[src/rtl/audio_output_pacer.sv]
// audio_output_pacer
// Pulls interleaved L/R signed 16-bit samples from the audio sample FIFO at a
// fixed output rate derived from clk by a fractional accumulator, and presents
// a stable stereo pair to the DAC/mixer side. Underruns hold the outputs and
// are counted (saturating) for debug. Mono sources feed both channels.
//
// Optional build macro: AUDIO_PACER_DECAY_EN
//   defined   -> on each underrun tick the outputs decay towards zero by an
//                arithmetic shift right (a result of -1 snaps to 0).
//   undefined -> outputs hold their last value on underrun.

module audio_output_pacer #(
  parameter int CLK_HZ = 30000000,
  parameter int OUT_HZ = 44100,
  parameter int ACC_W  = 32
) (
  input  logic        clk,
  input  logic        reset,
  input  logic        in_write_i,
  input  logic [15:0] in_sample_i,
  output logic        in_strobe_o,
  input  logic        mono_i,
  output logic [15:0] out_left_o,
  output logic [15:0] out_right_o,
  output logic        out_tick_o,
  output logic        underrun_o,
  output logic [15:0] underrun_count_o
);

  typedef enum logic [1:0] {
    FETCH_L = 2'd0,
    FETCH_R = 2'd1,
    READY   = 2'd2
  } state_t;

  localparam logic [ACC_W-1:0] OUT_INC = ACC_W'(OUT_HZ);
  localparam logic [ACC_W-1:0] CLK_LIM = ACC_W'(CLK_HZ);

`ifdef AUDIO_PACER_DECAY_EN
  // Halve a signed sample towards zero; -1 would never reach 0 by shifting,
  // so it is snapped to 0 to guarantee silence after 16 steps.
  function automatic logic [15:0] decay_f(input logic [15:0] v);
    logic [15:0] s;
    s = {v[15], v[15:1]};
    if (s == 16'hFFFF) begin
      decay_f = 16'h0000;
    end else begin
      decay_f = s;
    end
  endfunction
`endif

  logic [ACC_W-1:0] acc_q;
  logic [ACC_W-1:0] acc_sum_s;
  logic [ACC_W-1:0] acc_d;
  logic             tick_s;
  state_t           state_q;
  logic             mono_q;
  logic [15:0]      stage_l_q;
  logic [15:0]      stage_r_q;
  logic [15:0]      out_left_q;
  logic [15:0]      out_right_q;
  logic             out_tick_q;
  logic             underrun_q;
  logic [15:0]      underrun_count_q;
  logic             fetching_s;

  // Fractional rate generator: tick whenever the accumulator wraps past CLK_HZ.
  assign acc_sum_s = acc_q + OUT_INC;
  assign tick_s    = (acc_sum_s >= CLK_LIM);
  assign acc_d     = tick_s ? (acc_sum_s - CLK_LIM) : acc_sum_s;

  // A sample is consumed exactly when this is high; never during reset.
  assign fetching_s  = (state_q == FETCH_L) || (state_q == FETCH_R);
  assign in_strobe_o = fetching_s && in_write_i && !reset;

  assign out_left_o       = out_left_q;
  assign out_right_o      = out_right_q;
  assign out_tick_o       = out_tick_q;
  assign underrun_o       = underrun_q;
  assign underrun_count_o = underrun_count_q;

  // Pacer state: accumulator, fetch FSM, staging pair, outputs and counters.
  always_ff @(posedge clk) begin
    if (reset) begin
      acc_q            <= '0;
      state_q          <= FETCH_L;
      mono_q           <= 1'b0;
      stage_l_q        <= 16'h0000;
      stage_r_q        <= 16'h0000;
      out_left_q       <= 16'h0000;
      out_right_q      <= 16'h0000;
      out_tick_q       <= 1'b0;
      underrun_q       <= 1'b0;
      underrun_count_q <= 16'h0000;
    end else begin
      acc_q      <= acc_d;
      out_tick_q <= tick_s;
      underrun_q <= 1'b0;

      case (state_q)
        FETCH_L: begin
          if (in_strobe_o) begin
            stage_l_q <= in_sample_i;
            if (mono_q) begin
              stage_r_q <= in_sample_i;
              state_q   <= READY;
            end else begin
              state_q   <= FETCH_R;
            end
          end
        end
        FETCH_R: begin
          if (in_strobe_o) begin
            stage_r_q <= in_sample_i;
            state_q   <= READY;
          end
        end
        READY: begin
          if (tick_s) begin
            out_left_q  <= stage_l_q;
            out_right_q <= stage_r_q;
            mono_q      <= mono_i;
            state_q     <= FETCH_L;
          end
        end
        default: begin
          state_q <= FETCH_L;
        end
      endcase

      // A tick with no complete pair staged: pulse, count, hold (or decay).
      // Staging and state are left alone so a pending L keeps its slot.
      if (tick_s && fetching_s) begin
        underrun_q <= 1'b1;
        if (underrun_count_q != 16'hFFFF) begin
          underrun_count_q <= underrun_count_q + 16'd1;
        end
`ifdef AUDIO_PACER_DECAY_EN
        out_left_q  <= decay_f(out_left_q);
        out_right_q <= decay_f(out_right_q);
`endif
      end
    end
  end

endmodule

[config.mk]
export PLATFORM = sky130hd
export DESIGN_NAME = audio_output_pacer
export DESIGN_NICKNAME = d
export VERILOG_FILES = /design/src/rtl/audio_output_pacer.sv
export SDC_FILE = /design/constraint.sdc
export NUM_CORES = 1
export LEC_CHECK = 0
export BUFFER_PORTS_ARGS = -buffer_cell sky130_fd_sc_hd__buf_4
export CAP_MARGIN = 40
export CORE_ASPECT_RATIO = 0.5
export CORE_MARGIN = 2
export CORE_UTILIZATION = 49
export CTS_CLUSTER_DIAMETER = 50
export DETAILED_ROUTE_END_ITERATION = 7
export GPL_ROUTABILITY_DRIVEN = 0
export PLACE_DENSITY = 0.8
export SLEW_MARGIN = 40
export SYNTH_ARGS = -nofsm -noshare
export SYNTH_HDL_FRONTEND = slang
export SYNTH_SLANG_ARGS = --single-unit
[constraint.sdc]
create_clock -name clk -period 3.73 [get_ports clk]
set_input_delay 0.373 -clock clk [delete_from_list [all_inputs] [get_ports clk]]
set_output_delay 0.373 -clock clk [all_outputs]
set_load 0.02 [all_outputs]
---- Word level (Yosys, flattened, before mapping) ----
Cells that the tools add are included.
word-level totals
  output and inout bits ................... 51
  ROM bits ................................ 0
  latch bits .............................. 0
  memory bits (writable) .................. 0
  logic and storage cells ................. 44
  flip-flop bits (word level) ............. 117
  memories ................................ 0
operators by class
  $lt $le $gt $ge ......................... 1
  add/sub/neg operators ................... 3
  shift-type cells ........................ 0
  multiply operators ...................... 0
  reduce and logical (&&, ||, !) cells .... 12
  muxes and demuxes ....................... 11
  bitwise operators ....................... 0
  equal/unequal tests ..................... 7
  div/mod/pow operators ................... 0
operator list
  kind                                                   count
  two-way mux 16 bit                                     3
  adder 32 x 16 -> 32 bit, second input constant         1
  >= comparator 32 x 25 -> 1 bit, second input constant  1
  two-way mux 32 bit                                     1
  case mux 16 bit (2 select lines)                       1
  subtractor 32 x 25 -> 32 bit, second input constant    1
  adder 16 x 1 -> 16 bit, second input constant          1
  inequality test 16 bit, second input constant          1
  two-way mux 2 bit                                      4
  inequality test 2 bit, second input constant           4
  case mux 2 bit (3 select lines)                        1
  AND reduction 2 bit                                    3
  AND reduction 4 bit                                    1
  logical AND 1 bit                                      3
  AND reduction 3 bit                                    1
  == test 2 x 1 -> 1 bit, second input constant          1
  == test 2 bit, second input constant                   1
  zero test 2 bit                                        1
  nonzero test 2 bit                                     1
  zero test 1 bit                                        1
  logical OR 1 bit                                       1
  two-way mux 1 bit                                      1

---- Depth between registers and ports, before layout ----
Gate-level depths: netlist of run 1.
  depth in word-level cells ............... 6
  mapped depth ............................ 13
  mapped depth without buffers ............ 13

---- Worst setup path before layout of run 1 ----
OpenSTA, ideal clock, no wires.
  path kind ............................... register to register
  start ................................... register acc_q[2]
  end ..................................... register underrun_count_q[7] (netlist: underrun_count_o[7])
  period minus slack after synthesis ...... 3.251 ns
  buffers on the path ..................... 2
  path slack .............................. 0.479 ns
  stages on the path, launching flop included .. 13
  data arrival time ....................... 3.130 ns
  path through ............................ dfxtp_1 ha_1 a31oi_2 or3_4 a221oi_4 o211a_4 nand3_2 a311o_1 buf_6 a211oi_4 buf_6 nand3_2 mux2_4
on the way
  word-level cells in the longest chain between the ends .. 4
ends and longest elaborated chain
  element                               line  RTL
  start: declaration                    53    logic [ACC_W-1:0] acc_q;
  start signal: assignment              86    acc_q <= '0;
  start signal: assignment              97    acc_q <= acc_d;
  adder 32 x 16 -> 32 bit               69    assign acc_sum_s = acc_q + OUT_INC;
  >= comparator 32 x 25 -> 1 bit        70    assign tick_s = (acc_sum_s >= CLK_LIM);
  logical AND 1 bit                     134   if (tick_s && fetching_s) begin
  AND reduction 2 bit (no source line)  n/a
  end signal: assignment                137   underrun_count_q <= underrun_count_q + 16'd1;
  end: declaration                      65    logic [15:0] underrun_count_q;
Every way passes these cells.
A chain may end at the register's enable or synchronous reset.

---- Final worst setup path of run 1 ----
  start ................................... register acc_q[3]
  end ..................................... register out_left_q[2] (netlist: out_left_o[2])
on the way
  word-level cells in the longest chain between the ends .. 3
ends and longest elaborated chain
  element                               line  RTL
  adder 32 x 16 -> 32 bit               69
  >= comparator 32 x 25 -> 1 bit        70
  AND reduction 2 bit (no source line)  n/a
  end signal: assignment                121   out_left_q <= stage_l_q;
  end: declaration                      61    logic [15:0] out_left_q;
Every way passes these cells.

==> impl_metrics.toml, run 1 <==
[cells_and_area]
fin_nets = 749
final_core_utilization_pct = 61.9
stdcell_area_um2 = 6900
area.growth.synth_to_final_pct = 21.1
share_of_post_route_cells_with_drive_strength_above_1_pct = 20.6
finish.cell_count_without_fillers = 884
antennaDiodeCount = 0

[clock_tree]
tritoncts = "yes"
clk-insertion-delay-late_ns = 0.42
cts.path.max_buffers = 2
post_cts_hold_buffer_count = 0
cts.root.buffer_cell = "sky130_fd_sc_hd__clkbuf_16"
cts_inserted_buffers = 17
clock_sink_count = 115
cts.clk_slew.worst_paths_ns = 0.06
h-tree-depth = 4

[synth]
post_synth_instance_area_um2 = 5700
post_synth_main_area_contributors = "sky130_fd_sc_hd__dfxtp_1 (40%), sky130_fd_sc_hd__mux2i_1 (6.7%), sky130_fd_sc_hd__nor2_1 (6.0%)"
post_synth.cell_area_avg_um2 = 8.58
muxShareOfSynthArea_pct = 8.79
synthCells = 664
async_reset_ff_share_pct = 0
postSynth.topFlopCell = "sky130_fd_sc_hd__dfxtp_1"
synth-edff-count = 0
commonest_cells_in_the_synthesized_netlist = "sky130_fd_sc_hd__dfxtp_1 (115), sky130_fd_sc_hd__nor2_1 (91), sky130_fd_sc_hd__nand2_1 (90), sky130_fd_sc_hd__a21oi_1 (54), sky130_fd_sc_hd__mux2i_1 (38)"
yosys.area.top_type = "sky130_fd_sc_hd__dfxtp_1"
yosys.area_share.xor_xnor_pct = 6.28
yosys_warnings = 0
postSynthNetCount = 687
yosys.area_share.simple_pct = 24.6
synthDistinctLibCells = 73
seq_area_frac_synth_pct = 40.4
combinational_family_with_the_most_area_after_synthesis = "simple AND/OR/NAND/NOR gates"
synth_top_area_share_pct = 40.4
synthAdderAreaFrac_pct = 0.659
synth-seq-cells = 115
synth_most_common_cell = "sky130_fd_sc_hd__dfxtp_1"
synth_compound_area_share_pct = 15.2

[worst_setup_path]
critPathRequiredTime_ns = 4.00
crit_family = "simple AND/OR/NAND/NOR gates"
reg2reg_to = "out_left_o[2]"
startpoint_type = "register"
critPathKind = "reg -> reg"
worst_ep_arrival_time_ns = 3.81
regToRegStartpoint = "acc_q[3]"
path_cells = "ha_1 -> a31oi_2 -> or3_4 -> a21oi_1 -> buf_4 -> nand3_1 -> xnor2_1 -> nor4_4 -> buf_4 -> a21oi_4 -> buf_12 -> mux2i_1 -> nor2_1"
critPathMostFrequentCell = "sky130_fd_sc_hd__buf_4"
slowest_delay_ns = 0.46
count_of_buffer_and_inverter_cells_on_the_critical_path = 3
ff2ff_path_depth = 13
critical_path_cell_count = 13
crit_fanout = 33
critPathSlowestCell = "sky130_fd_sc_hd__or3_4"
worst-r2r-setup-slack_ns = 0.19
crit_path_end_kind = "register"

[floorplanning]
design.portCount = 71
die_width_um = 156
fp.dieArea_um2 = 12600
std_cell_rows = 27
die_height_um = 80.2
placeableCoreArea_um2 = 11100
effective_utilization_at_floorplan_pct = 51.1

[placement]
place_ws_ns = 0.189
placed_cells = 851
dpl.hpwl_um = 8780
port_buffers = 70
postPlaceCellArea_um2 = 6310

[power_and_ir_drop]
power_leakage_nw = 2.62
worst_ir_drop_vdd_mv = 0.498
pwr_density_cell_nw_per_um2 = 667
report.power.total_mw = 4.60

[sta]
whs_ns = 0.209
maxSlewViolCount = 0
setup_slack_ns = 0.191
transition_at_the_pin_with_the_smallest_max_transition_slack_ns = 0.820
tns_ns = 0
hold_violations = 0
final_period_util_pct = 94.9
final.min_clock_period_ns = 3.54
fin_skew_ns = 0.00816
setup_violating_endpoint_count_in_the_final_report = 0
normalized_max_slew_margin_pct = 44.5
fmaxAchievable_ghz = 0.283

[min_path]
min_path_cells = 3
min_path_type = "in -> reg"
timing.hold.worst.start = "mono_i"
min_delay_worst_endpoint = "mono_q"

[grt]
grt_max_degree = 73
global_route_wire_length_before_repair_um = 22300
gr-usage-all-layers_pct = 22.2
number_of_global_route_vias_before_repair = 4602
grt-ovfl-total = 0
initial_antenna_violation_count = 0

[flow_run]
max-cap-violations = 0

[outcome]
run_status = "complete, no violations"

[detailed_routing]
routed_wire_length_per_instance_um = 15.3
drtPass1Iterations = 5
drt_drc_violations_left = 0
dr_total_vias = 4940
routed_via_density = 5.59
route.final.wire_length_um = 13500
drt-initial-drc-count = 389
postRouteAntennaNets = 0
-- sequential cells by signal, summed over array words and instances, names as in the netlist --
register          cells
acc_q                30
mono_q                1
out_left_o           16
out_right_o          16
out_tick_o            1
stage_l_q            16
stage_r_q            16
state_q               2
underrun_count_o     16
underrun_o            1
-- cells in the final DEF, fill, tap and decap left out, types with 5 or more instances in the layout --
cell type                     n
sky130_fd_sc_hd__nor2b_1     13
sky130_fd_sc_hd__nor4_1       7
sky130_fd_sc_hd__nor3_1       8
sky130_fd_sc_hd__xnor2_1     31
sky130_fd_sc_hd__o21ai_0     12
sky130_fd_sc_hd__xor2_1       8
sky130_fd_sc_hd__nand2_1     90
sky130_fd_sc_hd__nand3_1     18
sky130_fd_sc_hd__nand4_1     10
sky130_fd_sc_hd__inv_1        6
sky130_fd_sc_hd__buf_4       84
sky130_fd_sc_hd__nand2b_1    10
sky130_fd_sc_hd__mux2i_1     38
sky130_fd_sc_hd__o21a_1       6
sky130_fd_sc_hd__clkbuf_16   17
sky130_fd_sc_hd__a31o_2       5
sky130_fd_sc_hd__and3_1       8
sky130_fd_sc_hd__a211oi_1     5
sky130_fd_sc_hd__dfxtp_1    115
sky130_fd_sc_hd__nor2_1      91
sky130_fd_sc_hd__a21oi_1     54
-- cell families (layout without fill, tap and decap cells) --
| group | count (synthesis) | count (layout) |
|---|---|---|
| simple gates | 289 | 289 |
| compound gates | 121 | 121 |
| flops | 115 | 115 |
| mux | 48 | 48 |
| buf+inv | 48 | 123 |
| xor+xnor | 40 | 40 |
| fa+ha+maj | 3 | 3 |
-- per-layer routing --
layer / wire [um] / global-route usage, % / vias up / share of wire [%]
met2: 6160 / 36.1 / 134 / 45
met4: 209 / 8.35 / 0 / 1.5
met1: 6350 / 28.1 / 2345 / 47
li1: - / - / 2437 / -
met5: 0 / 0 / - / 0
met3: 819 / 6.64 / 24 / 6.0
-- power by group --
group / internal (mW) / switching, mW / leakage (nW)
clock network: 0.922 / 0.610 / 0.271
logic: 0.663 / 0.815 / 1.41
registers: 1.37 / 0.217 / 0.936
-- how the worst max path moves through the flow --
stage	start	endpoint
2_1_floorplan	acc_q[2]	underrun_count_o[7]
3_3_place_gp	acc_q[3]	underrun_count_o[4]
3_5_place_dp	acc_q[3]	underrun_count_o[4]
4_1_cts	acc_q[3]	underrun_count_o[4]
5_1_grt	acc_q[14]	underrun_count_o[4]
6_report	acc_q[3]	out_left_o[2]
-- final cells by class --
cell class / instances / area [um2]
clock buffers: 18 / 429
clock inverters: 14 / 130
fillers: 909 / 4250
inverters: 6 / 22.5
multi-input cells: 501 / 3180
flip-flops and latches: 115 / 2300
well taps: 145 / 181
repair buffers: 85 / 651
-- tightest hold or removal path, stage by stage --
cell,delay [ns]
sky130_fd_sc_hd__buf_4,0.08
sky130_fd_sc_hd__mux2i_1,0.06
sky130_fd_sc_hd__nor2_1,0.07
-- repair_timing --
action,CTS,global route
endpoints found under the setup margin,0,49
endpoints found under the hold margin,0,0
setup buffers,0,1
gates resized for setup,0,5
(Power assumes the default switching activity.)
==> run 2, diff against run 1 <==
--- a/config.mk
+++ b/config.mk
@@ -5,6 +5,7 @@
 export SDC_FILE = /design/constraint.sdc
 export NUM_CORES = 1
 export LEC_CHECK = 0
+export ABC_AREA = 1
 export BUFFER_PORTS_ARGS = -buffer_cell sky130_fd_sc_hd__buf_4
 export CAP_MARGIN = 40
 export CORE_ASPECT_RATIO = 0.5
==> constraint.sdc (replaced) <==
create_clock -name clk -period 3.73 [get_ports clk]
set_input_delay 0.373 -clock clk [delete_from_list [all_inputs] [get_ports clk]]
set_output_delay 0.373 -clock clk [all_outputs]
set_load 0.1 [all_outputs]
==> run 2 against run 1 <==
Register-to-register slack better by 0.12 ns. Synthesized area is 10% higher. Clock skew up 0.0041 ns. Routed wire length increased by 30%. Non-clock buffer count shrank 9. Sequential cell count is the same. Sequential share of layout area down 2.5 points. Design area up 8.1%. Synthesized cell count rose by 49%. Die area is 9.7% higher. Largest cell class unchanged. Sequential power is essentially flat.
==> impl_metrics.toml, run 2 <==
[outcome]
run_status = "complete, no violations"

[worst_setup_path]
crit_path_end_kind = "register"
critPathRequiredTime_ns = 4.05
slowest_delay_ns = 0.61
regToRegStartpoint = "acc_q[2]"
reg2reg_to = "out_left_o[1]"
startpoint_type = "register"
crit_fanout = 33
ff2ff_path_depth = 14
worst-r2r-setup-slack_ns = 0.31
critPathKind = "reg -> reg"
worst_ep_arrival_time_ns = 3.74
critPathMostFrequentCell = "sky130_fd_sc_hd__nand2_1"
path_cells = "ha_1 -> nand3_1 -> nand2_1 -> nand3_1 -> nand2_1 -> xor2_1 -> nand2_1 -> nor2_1 -> nor2_1 -> nand3_1 -> nand3_4 -> nand2_2 -> nand2_1 -> a21oi_1"
critPathSlowestCell = "sky130_fd_sc_hd__nand2_2"

[power_and_ir_drop]
worst_ir_drop_vdd_mv = 0.452
pwr_density_cell_nw_per_um2 = 702
internal_power_mw = 2.94
report.power.total_mw = 5.23
power_frac_seq_pct = 29.9
clock_power_share_pct = 30.0
comb_power_share_pct = 40.1
power_leakage_nw = 3.33
power.share.switching_pct = 43.9
p_switching_mw = 2.30

[grt]
grt-ovfl-total = 0
number_of_global_route_vias_before_repair = 6359
initial_antenna_violation_count = 0
grt_max_degree = 63
gr-usage-all-layers_pct = 26.5
global_route_wire_length_before_repair_um = 29700

[cells_and_area]
number_of_flip_flops_under_the_largest_register_name = 30
finish.cell_count_without_fillers = 1235
antennaDiodeCount = 0
nFillCells = 1128
top_register_by_number_of_flip_flops = "acc_q"
share_of_post_route_cells_with_drive_strength_above_1_pct = 13.0
most_frequent_standard_cell_in_the_layout_excluding_fill_and_tap_cells = "sky130_fd_sc_hd__nand2_1"
final_core_utilization_pct = 59.2
layout_common_cells = "sky130_fd_sc_hd__nand2_1 (260), sky130_fd_sc_hd__nor2_1 (175), sky130_fd_sc_hd__dfxtp_1 (115), sky130_fd_sc_hd__nand3_1 (94), sky130_fd_sc_hd__inv_1 (87)"
fin_nets = 1075
area.growth.synth_to_final_pct = 18.9

[synth]
yosys.area.top_type = "sky130_fd_sc_hd__dfxtp_1"
seq_area_frac_synth_pct = 36.7
commonest_cells_in_the_synthesized_netlist = "sky130_fd_sc_hd__nand2_1 (260), sky130_fd_sc_hd__nor2_1 (176), sky130_fd_sc_hd__dfxtp_1 (115), sky130_fd_sc_hd__nand3_1 (94), sky130_fd_sc_hd__inv_1 (87)"
async_reset_ff_share_pct = 0
postSynth.topFlopCell = "sky130_fd_sc_hd__dfxtp_1"
synth_top_area_share_pct = 36.7
post_synth_main_area_contributors = "sky130_fd_sc_hd__dfxtp_1 (37%), sky130_fd_sc_hd__nand2_1 (16%), sky130_fd_sc_hd__nor2_1 (11%)"
post_synth_instance_area_um2 = 6270
synth_most_common_cell = "sky130_fd_sc_hd__nand2_1"
synthDistinctLibCells = 31
synthCells = 992
yosys_warnings = 0
synth-seq-cells = 115
post_synth.cell_area_avg_um2 = 6.32
postSynthNetCount = 1015
synth-edff-count = 0

[floorplanning]
placeableCoreArea_um2 = 12600
fp.dieArea_um2 = 13800
effective_utilization_at_floorplan_pct = 49.8
die_width_um = 164
std_cell_rows = 29
die_height_um = 84.0
design.portCount = 71

[clock_tree]
cts.path.max_buffers = 2
h-tree-depth = 4
setup_repair_bufs_after_cts = 0
cts_inserted_buffers = 17
postCtsResizedCells = 0
cts.clk_slew.worst_paths_ns = 0.06
clock_sink_count = 115
clk-insertion-delay-late_ns = 0.42
post_cts_hold_buffer_count = 0
cts.root.buffer_cell = "sky130_fd_sc_hd__clkbuf_16"
tritoncts = "yes"

[detailed_routing]
dr_total_vias = 6780
route.final.wire_length_um = 17600
drt_drc_violations_left = 0
drt-initial-drc-count = 568
routed_via_density = 5.49
routed_wire_length_per_instance_um = 14.2
postRouteAntennaNets = 0
drtPass1Iterations = 5

[flow_run]
max-cap-violations = 0

[sta]
normalized_max_slew_margin_pct = 53.3
fin_skew_ns = 0.0123
final.min_clock_period_ns = 3.42
setup_violating_endpoint_count_in_the_final_report = 0
transition_at_the_pin_with_the_smallest_max_transition_slack_ns = 0.701
grt_setup_unrepaired = "false"
maxSlewViolCount = 0
final_period_util_pct = 91.6
hold_violations = 0
fmaxAchievable_ghz = 0.293
tns_ns = 0

[min_path]
timing.hold.worst.start = "in_sample_i[6]"
min_path_type = "in -> reg"
min_path_cells = 3
min_delay_worst_endpoint = "stage_l_q[6]"

[placement]
placed_cells = 1203
port_buffers = 70
dpl.hpwl_um = 12200
-- run 2: cell types whose count changed after synthesis, sizes merged, moves of 8 or more --
| cell | delta |
|---|---|
| a21oi | +14 |
| and3 | -8 |
| inv | +91 |
| mux2 | -10 |
| mux2i | -38 |
| nand2 | +179 |
| nand2b | -10 |
| nand3 | +75 |
| nand4 | +21 |
| nor2 | +88 |
| nor2b | -13 |
| o21ai | +33 |
| xnor2 | -26 |
| xor2 | +10 |
-- run 2: metrics by stage --
stage / setup slack (ns) / hold slack [ns] / cell area, um2
after CTS: 0.394 / 0.187 / 7450
after detailed placement: 0.503 / 0.445 / 6890
after global routing: 0.0551 / 0.199 / 7450
final: 0.313 / 0.190 / 7450
after global placement: 0.551 / 0.430 / 6880
after floorplan: 1.15 / 0.417 / 6270
-- run 2: per-layer routing --
layer / global-route usage [%] / wire, um / part of all wire [%] / vias up
li1: - / - / - / 3309
met1: 33.6 / 7630 / 43 / 3110
met2: 43.1 / 8100 / 46 / 308
met3: 5.51 / 1310 / 7.4 / 53
met4: 12.6 / 526 / 3.0 / 0
met5: 0 / 0 / 0 / -
-- run 2: cell families (layout without fill, tap and decap cells) --
group	after synthesis	after routing	synth area share [%]
AOI/OAI and AO/OA	122	122	9.82
xor gates and xnor gates	24	24	3.83
adders and majority gates	3	3	0.599
and+or+nand+nor	595	595	40.4
DFF	115	115	36.7
buffers and inverters	133	206	8.66
-- run 2: critical path: cells and delay by family, from the launching register on --
family                     cells  cell delay [ns]
xor gates and xnor gates       1             0.50
adders and majority gates      1             0.19
DFF                            1             0.36
and+or+nand+nor               11             2.07
AOI/OAI and AO/OA              1             0.19
-- run 2: worst max-delay path by stage --
stage | start | to | slack, ns
finish | acc_q[2] | out_left_o[1] | 0.31
detailed placement | acc_q[2] | out_right_o[5] | 0.50
global placement | acc_q[2] | out_right_o[8] | 0.55
floorplan | underrun_count_o[1] | underrun_count_o[10] | 1.15
CTS | acc_q[2] | out_left_o[1] | 0.39
global route | acc_q[2] | out_left_o[8] | 0.06
-- run 2: power groups by stage --
stage | Sequential (mW) | Clock [mW] | Combinational (mW)
global placement | 1.58 | 0 | 1.98
floorplan | 1.69 | 0 | 1.46
finish | 1.56 | 1.57 | 2.10
detailed placement | 1.58 | 0 | 2.02
CTS | 1.56 | 1.58 | 2.05
global route | 1.58 | 1.64 | 2.34
-- run 2: final cells by class --
class                      instances  area [um2]  area share [%]
clock buffer                      19         433            5.81
timing repair buffer              76         571            7.65
clock inverter                    13         136            1.83
tap                              170         213            2.85
inverter                          98         368            4.93
multi-input combinational        744        3430            46.0
sequential                       115        2300            30.9
==> run 3, diff against run 2 <==
==> constraint.sdc (replaced) <==
create_clock -name clk -period 3.8 [get_ports clk]
set_input_delay 0.38 -clock clk [delete_from_list [all_inputs] [get_ports clk]]
set_output_delay 0.38 -clock clk [all_outputs]
set_load 0.005 [all_outputs]
==> run 3 against run 2 <==
Critical path depth is the same. Clock skew shrank 0.0032 ns. Count of clock-buffer cells in the layout is 1 lower. Maximum frequency up 2.9%. Sequential power about the same. Via count shrank 1.2%. Global-route usage shrank 0.30 points. Critical path type unchanged.
==> impl_metrics.toml, run 3 (synthesis gave the netlist of run 2 again) <==
[outcome]
run_status = "complete, no violations"

[grt]
initial_antenna_violation_count = 0
grt-ovfl-total = 0
number_of_global_route_vias_before_repair = 6205
grt_max_degree = 63
global_route_wire_length_before_repair_um = 29200
gr-usage-all-layers_pct = 26.2

[placement]
port_buffers = 70
dpl.hpwl_um = 12200
place_ws_ns = 0.607

[clock_tree]
h-tree-depth = 4
cts_inserted_buffers = 17
cts.path.max_buffers = 2
cts.clk_slew.worst_paths_ns = 0.05
postCtsResizedCells = 0
clk-insertion-delay-late_ns = 0.41
tritoncts = "yes"
setup_repair_bufs_after_cts = 0
cts.root.buffer_cell = "sky130_fd_sc_hd__clkbuf_16"
post_cts_hold_buffer_count = 0
clock_sink_count = 115

[worst_setup_path]
startpoint_type = "register"
worst-r2r-setup-slack_ns = 0.48
crit_fanout = 33
critPathKind = "reg -> reg"
critPathRequiredTime_ns = 4.13
worst_ep_arrival_time_ns = 3.65
crit_path_end_kind = "register"

[flow_run]
max-cap-violations = 0

[detailed_routing]
dr_total_vias = 6702
routed_via_density = 5.44
postRouteAntennaNets = 0
routed_wire_length_per_instance_um = 14.0
drtPass1Iterations = 7
route.final.wire_length_um = 17300
drt_drc_violations_left = 0
drt-initial-drc-count = 662

[sta]
maxSlewViolCount = 0
transition_at_the_pin_with_the_smallest_max_transition_slack_ns = 0.699
grt_setup_unrepaired = "false"
setup_violating_endpoint_count_in_the_final_report = 0
fin_skew_ns = 0.00911
hold_violations = 0
final.min_clock_period_ns = 3.32
setup_slack_ns = 0.480
normalized_max_slew_margin_pct = 53.4
tns_ns = 0
final_period_util_pct = 87.4
fmaxAchievable_ghz = 0.301

[floorplanning]
effective_utilization_at_floorplan_pct = 49.8
std_cell_rows = 29
fp.dieArea_um2 = 13800
design.portCount = 71
die_width_um = 164
die_height_um = 84.0
placeableCoreArea_um2 = 12600

[cells_and_area]
most_frequent_standard_cell_in_the_layout_excluding_fill_and_tap_cells = "sky130_fd_sc_hd__nand2_1"
area.growth.synth_to_final_pct = 18.1
fin_nets = 1075
layout_common_cells = "sky130_fd_sc_hd__nand2_1 (260), sky130_fd_sc_hd__nor2_1 (175), sky130_fd_sc_hd__dfxtp_1 (115), sky130_fd_sc_hd__nand3_1 (94), sky130_fd_sc_hd__inv_1 (87)"
top_register_by_number_of_flip_flops = "acc_q"
share_of_post_route_cells_with_drive_strength_above_1_pct = 12.8
final_core_utilization_pct = 58.8
number_of_flip_flops_under_the_largest_register_name = 30
antennaDiodeCount = 0

[power_and_ir_drop]
power_leakage_nw = 3.30
pwr_density_cell_nw_per_um2 = 653
worst_ir_drop_vdd_mv = 0.423
report.power.total_mw = 4.84

[min_path]
min_path_type = "in -> reg"
run 3: changes by cell type in the layout (fill, tap and decap cells not counted), sizes merged:
cell      change
clkinvlp      +1
inv           -1
bufinv        -1
clkbuf        -1
clkinv        -1
run 3: layout make-up:
cell class / count / area [um2]
Fill cell: 1125 / 5180
Clock inverter: 11 / 92.6
Multi-Input combinational cell: 744 / 3430
Clock buffer: 18 / 429
Timing Repair Buffer: 76 / 571
Tap cell: 170 / 213
Sequential cell: 115 / 2300
Inverter: 98 / 368
run 3: per-stage QoR:
step | hold WS (ns) | cell area [um2] | std cells
2_1_floorplan | 0.417 | 6270 | 992
3_3_place_gp | 0.430 | 6880 | 1203
3_5_place_dp | 0.443 | 6890 | 1203
4_1_cts | 0.196 | 7410 | 1232
5_1_grt | 0.202 | 7410 | 1232
6_report | 0.205 | 7410 | 1232
run 3: layer usage:
| layer | vias up | track usage, % | wire [um] | share of wire (%) |
|---|---|---|---|---|
| li1 | 3308 | - | - | - |
| met1 | 3065 | 34.5 | 7780 | 45 |
| met2 | 274 | 41.4 | 7890 | 46 |
| met3 | 55 | 5.81 | 1110 | 6.4 |
| met4 | 0 | 11.1 | 493 | 2.9 |
| met5 | - | 0 | 0 | 0 |
run 3: worst max-delay path: stages, from the launching register on:
cell,delay [ns]
sky130_fd_sc_hd__dfxtp_1,0.35
sky130_fd_sc_hd__ha_1,0.19
sky130_fd_sc_hd__nand3_1,0.11
sky130_fd_sc_hd__nand2_1,0.14
sky130_fd_sc_hd__nand3_1,0.13
sky130_fd_sc_hd__nand2_1,0.15
sky130_fd_sc_hd__xor2_1,0.48
sky130_fd_sc_hd__nand2_1,0.14
sky130_fd_sc_hd__nor2_1,0.14
sky130_fd_sc_hd__nor2_1,0.09
sky130_fd_sc_hd__nand3_1,0.14
sky130_fd_sc_hd__nand3_4,0.27
sky130_fd_sc_hd__nand2_2,0.60
sky130_fd_sc_hd__nand2_1,0.10
sky130_fd_sc_hd__a21oi_1,0.17
run 3: where the power goes:
part / switching, mW / internal [mW]
Sequential: 0.171 / 1.36
Combinational: 1.33 / 0.554
Clock: 0.542 / 0.878
run 3: path summary, 6_finish.rpt:
check	start	end	cells past startpoint
max	acc_q[2]	out_right_o[5]	14
max reg2reg	acc_q[2]	out_right_o[5]	14
min reg2reg	acc_q[2]	acc_q[2]	1
min	in_sample_i[8]	stage_l_q[8]	3
